[src/rtl/alu_pkg.sv]
// alu_pkg: opcode constants and arbiter state encoding shared by the ALU arbiter slice
package alu_pkg;
   typedef enum logic [1:0] {
      OP_ADD = 2'b00,
      OP_SUB = 2'b01,
      OP_MUL = 2'b10,
      OP_DIV = 2'b11
   } alu_op_e;
   typedef enum logic [1:0] {
      S_IDLE  = 2'b00,
      S_ISSUE = 2'b01,
      S_WAIT  = 2'b10,
      S_DONE  = 2'b11
   } arb_state_e;
endpackage

[src/rtl/rr_arb2.sv]
// rr_arb2: two-way round-robin selector; the last-grant pointer moves only on advance
module rr_arb2 (
   input  logic       clk,
   input  logic       rst_b,
   input  logic [1:0] req,
   input  logic       advance,
   output logic [1:0] grant
);
   logic last;
   always_comb begin
      grant = (req == 2'b11) ? (last ? 2'b01 : 2'b10) : req;
   end
   always_ff @(posedge clk) begin
      if (!rst_b) last <= 1'b1;
      else if (advance && |grant) last <= grant[1];
   end
endmodule

[src/rtl/alu_arbiter.sv]
// alu_arbiter: shares one external ALU between two requesters with round-robin
// arbitration, a bounded wait for alu_stop and single-cycle gnt/done/err pulses.
module alu_arbiter
   import alu_pkg::*;
#(
   parameter int TIMEOUT = 320,
   parameter int W       = 64
) (
   input  logic           clk,
   input  logic           rst_b,
   input  logic           req0,
   input  logic           req1,
   input  logic [1:0]     opc0,
   input  logic [1:0]     opc1,
   input  logic [W-1:0]   x0,
   input  logic [W-1:0]   y0,
   input  logic [W-1:0]   x1,
   input  logic [W-1:0]   y1,
   output logic           gnt0,
   output logic           gnt1,
   output logic           done0,
   output logic           done1,
   output logic           err0,
   output logic           err1,
   output logic [2*W-1:0] res,
   output logic           busy,
   output logic           alu_bgn,
   output logic [1:0]     alu_opcode,
   output logic [W-1:0]   alu_x,
   output logic [W-1:0]   alu_y,
   input  logic           alu_stop,
   input  logic [2*W-1:0] alu_res
);
   localparam int CW = $clog2(TIMEOUT + 1);
   arb_state_e    state, state_nxt;
   logic [CW-1:0] cnt;
   logic          owner;
   logic [1:0]    grant;
   logic          take, timeout;
   rr_arb2 u_rr (
      .clk     (clk),
      .rst_b   (rst_b),
      .req     ({req1, req0}),
      .advance (take),
      .grant   (grant)
   );
   // gnt is decoded in IDLE so the next grant can land two cycles after alu_stop
   always_comb begin
      take      = (state == S_IDLE) && rst_b && (|grant);
      timeout   = (state == S_WAIT) && !alu_stop && (cnt == CW'(TIMEOUT - 1));
      state_nxt = state;
      unique case (state)
         S_IDLE:  state_nxt = take ? S_ISSUE : S_IDLE;
         S_ISSUE: state_nxt = S_WAIT;
         S_WAIT:  state_nxt = alu_stop ? S_DONE : (timeout ? S_IDLE : S_WAIT);
         default: state_nxt = S_IDLE;
      endcase
      gnt0    = take && grant[0];
      gnt1    = take && grant[1];
      done0   = (state == S_DONE) && !owner;
      done1   = (state == S_DONE) && owner;
      err0    = timeout && !owner;
      err1    = timeout && owner;
      busy    = (state != S_IDLE);
      alu_bgn = (state == S_ISSUE);
   end
   always_ff @(posedge clk) begin
      if (!rst_b) begin
         state      <= S_IDLE;
         cnt        <= '0;
         owner      <= 1'b0;
         res        <= '0;
         alu_opcode <= '0;
         alu_x      <= '0;
         alu_y      <= '0;
      end else begin
         state <= state_nxt;
         if (take) begin
            owner      <= grant[1];
            alu_opcode <= grant[1] ? opc1 : opc0;
            alu_x      <= grant[1] ? x1 : x0;
            alu_y      <= grant[1] ? y1 : y0;
            res        <= '0;
         end
         // saturating count: it never wraps even if the wait outlives TIMEOUT
         if (state == S_ISSUE) cnt <= '0;
         else if (state == S_WAIT && cnt != CW'(TIMEOUT)) cnt <= cnt + CW'(1);
         if (state == S_WAIT && alu_stop) res <= alu_res;
         else if (timeout) res <= '0;
      end
   end
endmodule

[config.mk]
export PLATFORM = sky130hd
export DESIGN_NAME = alu_arbiter
export DESIGN_NICKNAME = d
export VERILOG_FILES = /design/src/rtl/alu_pkg.sv /design/src/rtl/rr_arb2.sv /design/src/rtl/alu_arbiter.sv
export SDC_FILE = /design/constraint.sdc
export NUM_CORES = 1
export LEC_CHECK = 0
export CAP_MARGIN = 20
export CORE_AREA = 2 2 260 262
export CTS_CLUSTER_DIAMETER = 100
export CTS_CLUSTER_SIZE = 24
export DETAILED_ROUTE_END_ITERATION = 7
export DIE_AREA = 0 0 262 264
export GPL_TIMING_DRIVEN = 0
export PLACE_DENSITY = 0.54
export SKIP_CTS_REPAIR_TIMING = 1
export SYNTH_ARGS = -nofsm -noshare
export SYNTH_HDL_FRONTEND = slang
export SYNTH_SLANG_ARGS = --single-unit
[constraint.sdc]
create_clock -name clk -period 1.6 [get_ports clk]
set_input_delay 0.24 -clock clk [delete_from_list [all_inputs] [get_ports clk]]
set_output_delay 0.24 -clock clk [all_outputs]
set_load 0.01 [all_outputs]
==> impl_metrics.py, run 1 <==
metrics = {
    "global_route": {
        "track_usage_pct": 16.0,
        "grt_overflow_total": 0,
        "antenna_found_initial": 6,
        "grt_pass1_vias": 13570,
        "grt_max_degree": 25,
        "wire_length_of_the_first_global_routing_pass_um": 84900,
    },
    "timing": {
        "final_worst_setup_slack_ns": -0.558,
        "max_clock_freq_mhz": 463,
        "final_period_minus_worst_setup_slack_ns": 2.16,
        "finalHoldViolations": 0,
        "timing.slew.headroom_pct": 41.1,
        "worst_pin_slew_ns": 0.884,
        "rsz0062_at_grt": "yes",
        "fin_worst_skew_ns": 0.0222,
        "finalSetupViolations": 441,
        "timing_max_transition_violations_final": 0,
        "timing.final.crit_share_pct": 135,
    },
    "logic_synthesis": {
        "synth_seq_cells": 271,
        "syn_area_per_cell_um2": 8.54,
        "postSynth.asyncResetShare_pct": 0,
        "synth_largest_type_area_fraction_pct": 45.3,
        "synth-edff-count": 0,
        "synth_mux_area_share_pct": 0.167,
        "synthXorXnorAreaFrac_pct": 0,
        "synthMostInstantiatedCell": "sky130_fd_sc_hd__nand2_1",
        "synth_fa_ha_area_share_pct": 0.209,
        "synth.cells.most_frequent": "524 x sky130_fd_sc_hd__nand2_1, 271 x sky130_fd_sc_hd__dfxtp_1, 139 x sky130_fd_sc_hd__a21oi_1, 130 x sky130_fd_sc_hd__o31ai_1, 100 x sky130_fd_sc_hd__a311oi_2",
        "synthesis.nets": 1797,
        "post_synth_inst_count": 1402,
        "synth_largest_area_cell": "sky130_fd_sc_hd__dfxtp_1",
        "post_synth_num_cell_types": 44,
        "synth.yosys.seq_area_share_pct": 45.3,
        "largest_family_of_logic_cells_by_synthesized_area": "compound AO/OA/AOI/OAI gates",
        "synthesis.area_um2": 12000,
        "ys_warn_count": 0,
        "synth_compound_gate_area_share_pct": 29.5,
        "synth_area_leaders": "sky130_fd_sc_hd__dfxtp_1 45%, sky130_fd_sc_hd__nand2_1 16%, sky130_fd_sc_hd__a311oi_2 13%",
        "synth-main-ff-cell": "sky130_fd_sc_hd__dfxtp_1",
        "synthSimpleGateAreaFrac_pct": 18.3,
    },
    "power": {
        "switching_share_pct": 31.2,
        "seqPwrFrac_pct": 43.7,
        "proportion_of_power_drawn_by_the_clock_network_pct": 28.2,
        "comb_power_share_pct": 28.1,
        "p_sw_uw": 5320,
        "highest_ir_drop_seen_on_vdd_mv": 0.556,
        "static-leakage-power_uw": 0.00754,
        "power-per-cell-area_nw_per_um2": 821,
        "power.internal_uw": 11800,
    },
    "cts": {
        "cts_made_buffers": 17,
        "tritoncts": "yes",
        "cts_root_buf": "sky130_fd_sc_hd__clkbuf_16",
        "worst_setup_hold_path_clk_slew_ns": 0.10,
        "cts-htree-levels": 1,
        "cts.sinks": 271,
        "worstSkewPairLatency_ns": 0.54,
        "clock_path_buffers": 3,
    },
    "worst_hold_path": {
        "holdCritStartpoint": "req1",
        "hold_class": "in2reg",
        "hold_path_end": "u_rr.last",
        "worst_hold_path.num_cells": 3,
    },
    "setup_path": {
        "slowest_stage": "sky130_fd_sc_hd__or3b_4",
        "cpPeakStageDelay_ns": 0.39,
        "r2r-end": "alu_y[59]",
        "crit_path_cell_trace": "or3b_4, nor4_4, nor2b_4, buf_6",
        "critical_path_class": "reg2out",
        "arrival_ns": 1.92,
        "critPathMaxFanout": 4,
        "worst_setup_path_start_kind": "register",
        "critical-path-top-delay-family": "simple AND/OR/NAND/NOR gates",
        "critical_path_buf_inv_count": 1,
        "cp_data_required_time_ns": 1.36,
        "setup.reg_to_reg.worst_slack_ns": -0.30,
        "r2r.worst_path.cells": 7,
        "reg2reg_from": "state[1]",
        "crit_path_end_kind": "output pin",
    },
    "die": {
        "initial_utilization_pct": 18.0,
        "fp.dieH_um": 264,
        "ioPinCount": 659,
        "floorplan.core_area_um2": 66600,
        "floorplan.die_area_um2": 69200,
        "chipWidth_um": 262,
        "rows": 95,
    },
    "drt": {
        "drtIter0Drc": 635,
        "vias_per_cell": 4.43,
        "drtAntennaViolNets": 0,
        "drc_errors": 0,
        "vias": 13224,
        "wl_met3_um": 5200,
        "dr_wl_met2_um": 29000,
        "wl_per_cell_um": 19.7,
        "topRoutingLayerUsed": "met5",
        "drt_pre_antenna_iters": 5,
        "detail_route.wirelength_um": 58800,
        "wl_met1_um": 23000,
    },
    "place": {
        "rd_place_congestion": 0.911,
        "dp.final_hpwl_um": 46800,
        "preCtsSetupSlack_ns": -1.34,
        "place.port_buffers": 658,
        "place_inst": 2933,
    },
    "outcome": {
        "violations_in_the_final_reports": "negative setup slack",
        "outcome": "complete, but fails checks",
    },
    "layout": {
        "layout.nets": 2495,
        "area_delta_synth_final_pct": 73.6,
        "stdcell_count": 2983,
        "share_of_layout_cells_above_drive_strength_1_pct": 13.8,
    },
    "job": {
        "timing.max_cap.violations": 0,
    },
}
## metal layers
metal	vias up	GRT usage, %
met4	8	4.11
met1	6281	18.4
met5	-	0
met2	500	28.7
li1	6362	-
met3	73	4.65
## tightest hold or removal path, cell delays in order
cell and delay (ns):
sky130_fd_sc_hd__dlymetal6s2s_1 0.18, sky130_fd_sc_hd__nand2b_1 0.13, sky130_fd_sc_hd__o211ai_1 0.10
## area by class of cell
type                       count  area (µm²)
antenna                        2        5.00
buffer                       145         987
clock buffer                  19         443
clock inverter                 8        81.3
fill                        7032       45800
inverter                       7        30.0
multi-input combinational    976        5860
sequential                   271        5440
tap                          873        1090
timing repair buffer         682        6850
## metrics by stage
| step | total power [µW] | hold slack, ns | area, µm² | util, % | TNS (ns) |
|---|---|---|---|---|---|
| 6_report | 17100 | 0.158 | 20800 | 31.2 | -36.26 |
| 5_1_grt | 17900 | 0.191 | 20800 | 31.2 | -72.41 |
| 4_1_cts | 17100 | 0.207 | 20200 | 30.3 | -136.75 |
| 3_5_place_dp | 12200 | 0.447 | 19700 | 29.5 | -231.14 |
| 3_3_place_gp | 12200 | 0.444 | 19700 | 29.5 | -234.08 |
| 2_1_floorplan | 9540 | 0.348 | 12000 | - | 0 |
## cells by family (layout without fill, tap and decap cells)
logic type                 Yosys count  count (layout)
muxes                                2               2
buffers and inverters              155             861
and+or+nand+nor                    559             559
other                                0               2
DFF                                271             271
adders and majority gates            2               2
AOI/OAI and AO/OA                  413             413
## cell usage in the layout, fill, tap and decap left out, drive strengths merged, types with 3 or more instances in the layout
master,n
clkbuf,100
buf,99
dlymetal6s2s,28
clkinv,4
clkdlybuf4s50,619
or2,3
a311oi,130
nand2b,3
a21oi,139
or3,4
nand2,524
o21ai,5
nand3,5
o31ai,130
dfxtp,271
inv,9
## state kept, by name, indices dropped and copies added (netlist names)
| register | cells |
|---|---|
| state | 2 |
| res | 128 |
| cnt | 9 |
| alu_x | 64 |
| u_rr.last | 1 |
| owner | 1 |
| alu_y | 64 |
| alu_opcode | 2 |
## how the worst max path moves through the flow
stage / from / to / slack [ns] / depth (start not counted)
2_1_floorplan: cnt[6] / err0 / 0.05 / 3
3_3_place_gp: rst_b / gnt0 / -1.34 / 7
3_5_place_dp: rst_b / gnt0 / -1.34 / 7
4_1_cts: state[1] / err0 / -1.56 / 5
5_1_grt: cnt[6] / err0 / -0.63 / 4
6_report: cnt[6] / err0 / -0.56 / 4
## power groups by stage
stage	sequential [µW]	combinational, µW	clock, µW
floorplan	7750	1790	0
global placement	7590	4600	0
detailed placement	7600	4620	0
CTS	7450	4640	5030
global route	7510	5150	5230
finish	7460	4790	4820
(Power assumes the default switching activity.)
==> run 2: changes to the inputs <==
CAP_MARGIN = not set   (was 20)
==> results of run 2 <==
The final DEF is identical to that of run 1; final timing and power are the same.
==> run 3: changes to the inputs <==
CAP_MARGIN = 10   (was not set)
CORE_AREA = 2 2 255 257   (was 2 2 260 262)
DIE_AREA = 0 0 257 259   (was 0 0 262 264)
PLACE_DENSITY = 0.52   (was 0.54)
SYNTH_HIERARCHICAL = 1   (was not set)
==> run 3 against run 2 <==
  * The run still ends with negative setup slack left
  * Combinational power is 35% higher
  * Hold slack improved by 0.13 ns
  * Flip-flop and latch count unchanged
  * Register-to-register slack worse by 0.13 ns
  * Power is 14% higher
  * Non-clock buffer count is 45 lower
  * Wire length fell by 17%
  * Die area down 3.8%
  * Critical path depth grew 2
  * First-iteration DRC count is 45% lower
  * Critical path type unchanged
  * Clock power is 8.5% higher
==> impl_metrics.py, run 3 <==
metrics = {
    "outcome": {
        "outcome": "complete, but fails checks",
        "violations_in_the_final_reports": "negative setup slack",
    },
    "logic_synthesis": {
        "ys_warn_count": 6,
        "post_synth_num_cell_types": 38,
        "synth_area_leaders": "sky130_fd_sc_hd__dfxtp_1 53%, sky130_fd_sc_hd__mux2i_1 13%, sky130_fd_sc_hd__a22o_1 11%",
        "synth.yosys.seq_area_share_pct": 53.0,
        "postSynth.asyncResetShare_pct": 0,
        "synth-main-ff-cell": "sky130_fd_sc_hd__dfxtp_1",
        "synth_largest_type_area_fraction_pct": 53.0,
        "synthMostInstantiatedCell": "sky130_fd_sc_hd__dfxtp_1",
        "synth_largest_area_cell": "sky130_fd_sc_hd__dfxtp_1",
        "synth_seq_cells": 271,
        "syn_area_per_cell_um2": 10.8,
        "synthesis.area_um2": 10200,
        "post_synth_inst_count": 950,
        "synthesis.nets": 1345,
        "synth-edff-count": 0,
        "synth.cells.most_frequent": "271 x sky130_fd_sc_hd__dfxtp_1, 148 x sky130_fd_sc_hd__nor2_1, 132 x sky130_fd_sc_hd__mux2i_1, 130 x sky130_fd_sc_hd__a211oi_1, 128 x sky130_fd_sc_hd__a22o_1",
    },
    "setup_path": {
        "cpPeakStageDelay_ns": 0.38,
        "crit_path_cell_trace": "ha_4, and4bb_1, nand4b_1, buf_4, nor2_1, buf_2",
        "arrival_ns": 1.89,
        "path_depth": 6,
        "crit_path_end_kind": "output pin",
        "critical_path_class": "reg2out",
        "critPathMaxFanout": 4,
        "worst_setup_path_start_kind": "register",
        "cp_data_required_time_ns": 1.36,
        "critical-path-top-delay-family": "simple AND/OR/NAND/NOR gates",
        "critical_path_buf_inv_count": 2,
        "slowest_stage": "sky130_fd_sc_hd__dfxtp_4",
        "r2r.worst_path.cells": 12,
    },
    "timing": {
        "fin_worst_skew_ns": 0.0263,
        "finalSetupViolations": 525,
        "timing.final.crit_share_pct": 133,
        "fin_hold_ws_ns": 0.290,
        "final_worst_setup_slack_ns": -0.525,
        "timing_max_transition_violations_final": 0,
        "rsz0062_at_grt": "yes",
        "max_clock_freq_mhz": 471,
        "worst_pin_slew_ns": 0.791,
        "timing.slew.headroom_pct": 47.3,
        "finalHoldViolations": 0,
        "final_period_minus_worst_setup_slack_ns": 2.13,
    },
    "worst_hold_path": {
        "hold_class": "in2reg",
        "worst_hold_path.num_cells": 2,
    },
    "global_route": {
        "antenna_found_initial": 1,
        "grt_pass1_vias": 10259,
        "wire_length_of_the_first_global_routing_pass_um": 66000,
        "grt_overflow_total": 0,
        "track_usage_pct": 13.0,
        "grt_max_degree": 25,
    },
    "drt": {
        "vias_per_cell": 4.08,
        "vias": 10319,
        "wl_per_cell_um": 19.2,
        "drc_errors": 0,
        "drt_pre_antenna_iters": 6,
        "drtAntennaViolNets": 0,
        "drtIter0Drc": 348,
        "detail_route.wirelength_um": 48600,
    },
    "cts": {
        "cts_root_buf": "sky130_fd_sc_hd__clkbuf_16",
        "cts.sinks": 271,
        "cts-htree-levels": 1,
        "cts_made_buffers": 18,
        "clock_path_buffers": 3,
        "worstSkewPairLatency_ns": 0.54,
        "worst_setup_hold_path_clk_slew_ns": 0.10,
        "tritoncts": "yes",
    },
    "layout": {
        "area_delta_synth_final_pct": 100,
        "layout_commonest_cell": "sky130_fd_sc_hd__clkdlybuf4s50_1",
        "final_design_area_no_fill_um2": 20500,
        "fillCellCount": 6473,
        "stdcell_count": 2530,
        "number_of_flip_flops_in_the_largest_register": 128,
        "biggestRegsByFlops": "res: 128 flops, alu_x: 64 flops, alu_y: 64 flops",
        "most-common-layout-cells": "650 x sky130_fd_sc_hd__clkdlybuf4s50_1, 264 x sky130_fd_sc_hd__dfxtp_1, 128 x sky130_fd_sc_hd__a22o_1",
        "share_of_layout_cells_above_drive_strength_1_pct": 19.5,
        "layout.nets": 2060,
        "regMostFlops": "res",
        "antenna_cells": 0,
    },
    "die": {
        "ioPinCount": 659,
        "initial_utilization_pct": 16.0,
        "floorplan.core_area_um2": 63900,
        "rows": 93,
        "chipWidth_um": 257,
        "fp.dieH_um": 259,
        "floorplan.die_area_um2": 66600,
    },
    "job": {
        "timing.max_cap.violations": 0,
    },
    "place": {
        "dpl_cell_area_um2": 17900,
        "rd_place_congestion": 0.859,
        "dp.final_hpwl_um": 37100,
        "preCtsSetupSlack_ns": -1.75,
        "place.port_buffers": 658,
        "place_inst": 2463,
    },
    "power": {
        "power-per-cell-area_nw_per_um2": 949,
        "highest_ir_drop_seen_on_vdd_mv": 0.545,
        "power_uw": 19500,
        "static-leakage-power_uw": 0.00752,
    },
}
-- run 3: cell count changes in the layout (fill, tap and decap cells not counted), moves of 28 or more --
| cell | delta |
|---|---|
| sky130_fd_sc_hd__o31ai_1 | -130 |
| sky130_fd_sc_hd__a211oi_1 | +36 |
| sky130_fd_sc_hd__clkdlybuf4s50_1 | +31 |
| sky130_fd_sc_hd__a22o_1 | +128 |
| sky130_fd_sc_hd__a311oi_1 | -30 |
| sky130_fd_sc_hd__a311oi_2 | -100 |
| sky130_fd_sc_hd__a21oi_1 | -135 |
| sky130_fd_sc_hd__nand2_1 | -520 |
| sky130_fd_sc_hd__nor2_1 | +101 |
| sky130_fd_sc_hd__mux2i_1 | +114 |
| sky130_fd_sc_hd__dlymetal6s2s_1 | -28 |
| sky130_fd_sc_hd__a211oi_2 | +94 |
| sky130_fd_sc_hd__clkbuf_1 | -35 |
-- run 3: worst reg2reg max path, cell delays in order (launching register included) --
cell                       delay, ns
sky130_fd_sc_hd__dfxtp_2        0.36
sky130_fd_sc_hd__a21boi_1       0.06
sky130_fd_sc_hd__buf_4          0.17
sky130_fd_sc_hd__buf_6          0.12
sky130_fd_sc_hd__buf_6          0.10
sky130_fd_sc_hd__buf_6          0.10
sky130_fd_sc_hd__o21a_4         0.21
sky130_fd_sc_hd__buf_12         0.13
sky130_fd_sc_hd__buf_8          0.12
sky130_fd_sc_hd__buf_12         0.15
sky130_fd_sc_hd__buf_6          0.12
sky130_fd_sc_hd__buf_12         0.14
sky130_fd_sc_hd__a211oi_2       0.18
-- run 3: final timing paths --
kind | startpoint | end | slack, ns
setup / recovery | cnt[1] | err1 | -0.53
hold / removal | alu_res[11] | res[11] | 0.29
setup reg to reg | u_rr/last | alu_x[7] | -0.43
hold reg to reg | res[100] | res[100] | 0.48
-- run 3: metal layers --
| layer | part of all wire [%] | track usage (%) | vias up |
|---|---|---|---|
| met5 | 0 | 0 | - |
| met4 | 2.4 | 3.23 | 0 |
| met3 | 7.9 | 4.34 | 45 |
| met2 | 51 | 23.8 | 429 |
| met1 | 38 | 14.4 | 4904 |
| li1 | - | - | 4941 |
-- run 3: area by class of cell --
type,instances,area [µm²],area share (%)
Buffer,87,973,4.74
Clock buffer,21,493,2.40
Clock inverter,9,134,0.652
Inverter,7,26.3,0.128
Multi-Input combinational cell,585,5170,25.2
Sequential cell,271,5440,26.5
Tap cell,855,1070,5.21
Timing Repair Buffer,695,7210,35.1
-- run 3: cells by family (layout without fill, tap and decap cells) --
logic type | after synthesis | in the layout | synth area share [%]
simple gates | 174 | 174 | 7.13
xor+xnor | 7 | 7 | 0.599
compound gates | 269 | 269 | 21.2
flops | 271 | 271 | 53.0
buf+inv | 94 | 819 | 4.84
mux | 133 | 133 | 13.0
fa+ha+maj | 2 | 2 | 0.244
-- run 3: where the power goes --
part | switching, µW | leakage, µW | internal [µW]
Combinational | 2800 | 0.00500 | 3670
Sequential | 423 | 0.00222 | 7360
Clock | 2740 | 0.000301 | 2490
Total | 5960 | 0.00752 | 13500
-- run 3: metrics by stage --
step | TNS, ns | util, %
after floorplan | -1.06 | -
after global placement | -286.65 | 28.0
after detailed placement | -289.28 | 28.0
after CTS | -218.55 | 29.0
after global routing | -133.63 | 32.1
final | -98.02 | 32.1
